File: config.mk
export PLATFORM = sky130hd
export DESIGN_NAME = inst_fetch_queue
export DESIGN_NICKNAME = d
export VERILOG_FILES = /design/src/rtl/rv_core_pkg.sv /design/src/rtl/inst_fetch_queue.sv
export SDC_FILE = /design/constraint.sdc
export NUM_CORES = 1
export LEC_CHECK = 0
export ABC_AREA = 1
export BUFFER_PORTS_ARGS = -buffer_cell sky130_fd_sc_hd__buf_2
export CAP_MARGIN = 20
export CORE_MARGIN = 4
export CORE_UTILIZATION = 42
export CTS_BUF_LIST = sky130_fd_sc_hd__clkbuf_4
export DETAILED_ROUTE_END_ITERATION = 10
export GPL_ROUTABILITY_DRIVEN = 0
export HOLD_SLACK_MARGIN = 0.02
export PLACE_DENSITY = 0.7
export SKIP_LAST_GASP = 1
export SLEW_MARGIN = 20
export SYNTH_ARGS = -nofsm -noshare
export SYNTH_HDL_FRONTEND = slang
export SYNTH_SLANG_ARGS = --single-unit
File: constraint.sdc
create_clock -name clk -period 13.8 [get_ports clk]
set_input_delay 0 -clock clk [delete_from_list [all_inputs] [get_ports clk]]
set_output_delay 0 -clock clk [all_outputs]
set_load 0.1 [all_outputs]
File: src/rtl/rv_core_pkg.sv
// rv_core_pkg: shared core widths, NOP encoding and fetch-queue entry type
package rv_core_pkg;
   localparam int XLEN = 32;
   localparam logic [XLEN-1:0] NOP = 32'h0000_0013;
   typedef struct packed {
      logic [XLEN-1:0] pc;
      logic [XLEN-1:0] inst;
   } ifq_entry_t;
endpackage

File: src/rtl/inst_fetch_queue.sv
// inst_fetch_queue: IFU->ID instruction FIFO with flush on jump; IFQ_BYPASS_EN enables zero-latency pass-through when empty
module inst_fetch_queue
   import rv_core_pkg::*;
#(
   parameter int DEPTH = 4
) (
   input  logic                        clk,
   input  logic                        rst_n,
   input  logic                        inst_ifu_valid_i,
   input  logic [XLEN-1:0]             pc_ifu_i,
   input  logic [XLEN-1:0]             inst_data_ifu_i,
   output logic                        ifq_ready_o,
   output logic                        inst_id_valid_o,
   output logic [XLEN-1:0]             pc_id_o,
   output logic [XLEN-1:0]             inst_data_id_o,
   input  logic                        id_ready_i,
   input  logic                        hold_flag_i,
   input  logic                        jump_flag_i,
   output logic [$clog2(DEPTH):0]      ifq_count_o
);
   localparam int AW = $clog2(DEPTH);
   localparam int CW = AW + 1;

   ifq_entry_t    mem_q [DEPTH];
   logic [AW-1:0] rd_ptr_q, rd_ptr_d, wr_ptr_q, wr_ptr_d;
   logic [CW-1:0] count_q, count_d;
   logic          empty, byp, push, pop;

   // handshake decode, head muxing and next pointer/count state
   always_comb begin
      empty       = count_q == '0;
      ifq_ready_o = count_q < CW'(DEPTH);
`ifdef IFQ_BYPASS_EN
      byp = empty && inst_ifu_valid_i && id_ready_i && !hold_flag_i && !jump_flag_i;
`else
      byp = 1'b0;
`endif
      push            = inst_ifu_valid_i && ifq_ready_o && !jump_flag_i && !byp;
      pop             = !empty && id_ready_i && !hold_flag_i;
      inst_id_valid_o = !empty || byp;
      pc_id_o         = byp ? pc_ifu_i : empty ? '0 : mem_q[rd_ptr_q].pc;
      inst_data_id_o  = byp ? inst_data_ifu_i : empty ? NOP : mem_q[rd_ptr_q].inst;
      ifq_count_o     = count_q;
      rd_ptr_d        = jump_flag_i ? '0 : rd_ptr_q + AW'(pop);
      wr_ptr_d        = jump_flag_i ? '0 : wr_ptr_q + AW'(push);
      count_d         = jump_flag_i ? '0 : count_q + CW'(push) - CW'(pop);
   end

   // pointer and occupancy registers
   always_ff @(posedge clk or negedge rst_n) begin
      if (!rst_n) begin
         rd_ptr_q <= '0;
         wr_ptr_q <= '0;
         count_q  <= '0;
      end else begin
         rd_ptr_q <= rd_ptr_d;
         wr_ptr_q <= wr_ptr_d;
         count_q  <= count_d;
      end
   end

   // entry storage, unreset: contents only read once counted valid
   always_ff @(posedge clk) begin
      if (push) mem_q[wr_ptr_q] <= '{pc: pc_ifu_i, inst: inst_data_ifu_i};
   end
endmodule

==> summary.md <==
| Metric | Value |
|---|---|
| Final hold vios | `0` |
| Layout Nets | `1367` |
| Layout cells sized above 1 | `19.9%` |
| Crit path max fanout | `91` |
| DIE AREA | `29300 um2` |
| Post-DRT Antenna Nets | `0` |
| Seq/Total Area, Yosys | `70.4%` |
| # port buffers | `138` |
| Core Util, Final | `52.7%` |
| Critical Path RT | `13.80 ns` |
| Mapped cell area | `11200 um2` |
| Hold buffer count at cts | `70` |
| Vias per cell | `4.68` |
| All-layer global routing usage | `16.9%` |
| Area contributors post-synth | `edfxtp_1 (69%), nand2_1 (8.9%), inv_1 (8.6%)` |
| Post-CTS Resized | `0` |
| Worst min-delay path class | `input port to flip-flop` |
| CORE AREA | `26100 um2` |
| RSZ-0062 raised after global routing | `no` |
| Number of buffers added for setup after CTS | `0` |
| Number of global-route vias before repair | `7859` |
| TritonRoute pass-1 iters | `5` |
| CTS max path bufs | `3` |
| Synth Instances | `1047` |
| Yosys Warn Count | `0` |
| Cell internal pwr | `0.00146 W` |
| DR DRC count | `0` |
| Leak | `6.26 nW` |
| Net Count, Synth | `1122` |
| CP Capture Type | `output port` |
| Max-slew violations | `0` |
| Switch Pwr | `0.00140 W` |
| Rows | `59` |
| Final period utilization | `24.6%` |
| Fin crit period | `3.39 ns` |
| Logic pwr share | `43.6%` |
| Worst vdd rail ir drop | `183 uV` |
| Hold wc startpoint | `inst_ifu_valid_i` |
| Status | `finished clean` |
| P&R area growth vs syn | `23.3%` |
| Net Sw Frac | `48.9%` |
| Gr ovfl total | `0` |
| Max cap viols | `0` |
| Dominant cell type by area after synthesis | `edfxtp_1` |
| Vias | `7856` |
| Crit path DAT | `3.39 ns` |
| DRT iter0 DRCs | `379` |
| Total CTS buffers | `69` |
| Hold path cells | `6` |
| Post-Route Setup TNS | `0 ns` |
| Commonest non-fill, non-tap cell in the layout | `nand2_1` |
| Sequential power share | `32.8%` |
| Largest net degree at the start of global routing | `92` |
| Final setup viols | `0` |
| DR WL/cell | `14.6 um` |
| Clock share of power | `23.7%` |
| Fmax | `295 MHz` |
| Die height | `171 um` |
| Synth top area share | `68.8%` |
| Filler cells | `2312` |
| Chip Width | `171 um` |
| Clk_skew | `0.0381 ns` |
| CTS clk-pin slew, worst paths | `0.06 ns` |
| Initial antenna violation count | `1` |
| Dpl hpwl | `13.8 mm` |
| Total Routed Length | `24.6 mm` |
| Commonest non-fill, non-tap cells in the layout | `nand2_1 (265), inv_1 (256), edfxtp_1 (256)` |
| Setup CP Type | `flip-flop to output port` |
| CP startpoint kind | `flip-flop` |
| Root Buffer | `clkbuf_4` |
| CTS tree | `built` |
| Power density over cell area | `208 nW/um2` |
| Sinks on Clock Net | `263` |
| Setup slack, reg-to-reg | `11.16 ns` |
| WHS Endpoint | `wr_ptr_q[0]` |
| Initial Utilization | `42.8%` |
| I/O Pins | `139` |
| Slew HR | `32.1%` |
| Clk_lat worst skew | `0.63 ns` |
| Reg2reg start | `ifq_count_o[1]` |
| Multi-input gate area | `2120 um2` |
| Register area | `7870 um2` |
| Number of H-tree levels | `3` |
| Synth cell types | `17` |
| Syn_area_per_cell | `10.7 um2` |
| Reg-to-reg endpoint | `ifq_count_o[1]` |
| Worst-margin pin slew | `1.02 ns` |
| Register bit total from synthesis | `263` |
| First-pass GRT wire length | `39.0 mm` |
| Reg2Reg Depth | `11` |
[kinds of logic after synthesis]
logic type / share of synthesized area, %
AO/OA/AOI/OAI: 2.87
XOR/XNOR: 0.0784
adder cells (fa/ha/maj): 0.627
buffers and inverters: 10.8
flip-flops: 70.4
AND/OR/NAND/NOR: 15.2
[metal layers]
layer | track usage (%) | wire (um) | part of all wire (%)
met5 | 0 | 0 | 0
met2 | 29.3 | 12300 | 50
met4 | 6.72 | 480 | 2.0
met3 | 4.14 | 1570 | 6.4
met1 | 20.2 | 10200 | 41
[worst max-delay path, cell delays in order (launching register included)]
cell     delay, ns
dfrtp_4       0.74
inv_4         0.42
buf_4         0.78
nand2_1       0.13
nand3_1       0.12
a21oi_1       0.08
buf_2         0.32
[worst max path at each step]
stage / startpoint / to / depth (start not counted)
2_1_floorplan: ifq_count_o[2] / mem_q[2][0] / 3
3_3_place_gp: rd_ptr_q[0] / inst_data_id_o[14] / 6
3_5_place_dp: rd_ptr_q[0] / inst_data_id_o[14] / 6
4_1_cts: rd_ptr_q[0] / inst_data_id_o[14] / 6
5_1_grt: rd_ptr_q[0] / pc_id_o[26] / 6
6_report: rd_ptr_q[0] / inst_data_id_o[16] / 6
[synth_stat cells]
master	n
buf_2	43
inv_1	256
buf_4	2
ha_1	4
nand3_1	130
nor3_1	4
o21ai_0	1
clkbuf_1	2
nand2_2	1
a21oi_1	63
nand2_1	265
dfrtp_1	7
nor2_1	8
xnor2_1	1
fa_1	1
inv_2	3
edfxtp_1	256
[per-stage QoR]
step | hold WS, ns | power [W] | area [um2] | setup WS [ns] | instances
5_1_grt | 0.0429 | 0.00299 | 13800 | 10.07 | 1679
3_3_place_gp | -0.151 | 0.00219 | 12200 | 11.04 | 1486
2_1_floorplan | -0.296 | 0.00199 | 11200 | 6.94 | 1047
3_5_place_dp | -0.152 | 0.00219 | 12200 | 11.04 | 1486
4_1_cts | 0.0345 | 0.00290 | 13800 | 10.28 | 1677
6_report | 0.102 | 0.00286 | 13800 | 10.41 | 1679
[area by class of cell]
type / instances / area share, %
antenna: 2 / 0.0363
clock buffer: 94 / 5.12
clock inverter: 27 / 1.42
inverter: 259 / 7.07
multi-input combinational: 478 / 15.4
sequential: 263 / 57.1
tap: 335 / 3.04
timing repair buffer: 221 / 10.8
[registers in the layout, indices dropped and copies added (netlist names)]
signal       count
mem_q          256
wr_ptr_q         2
ifq_count_o      3
rd_ptr_q         2
[power by group through the flow]
stage,Sequential (W),Clock [W],Combinational (W)
floorplan,0.000968,0,0.00102
global placement,0.000955,0,0.00123
detailed placement,0.000956,0,0.00124
CTS,0.000939,0.000700,0.00126
global route,0.000942,0.000745,0.00131
finish,0.000938,0.000678,0.00125
Note: power is estimated with default switching activity, not from simulation.
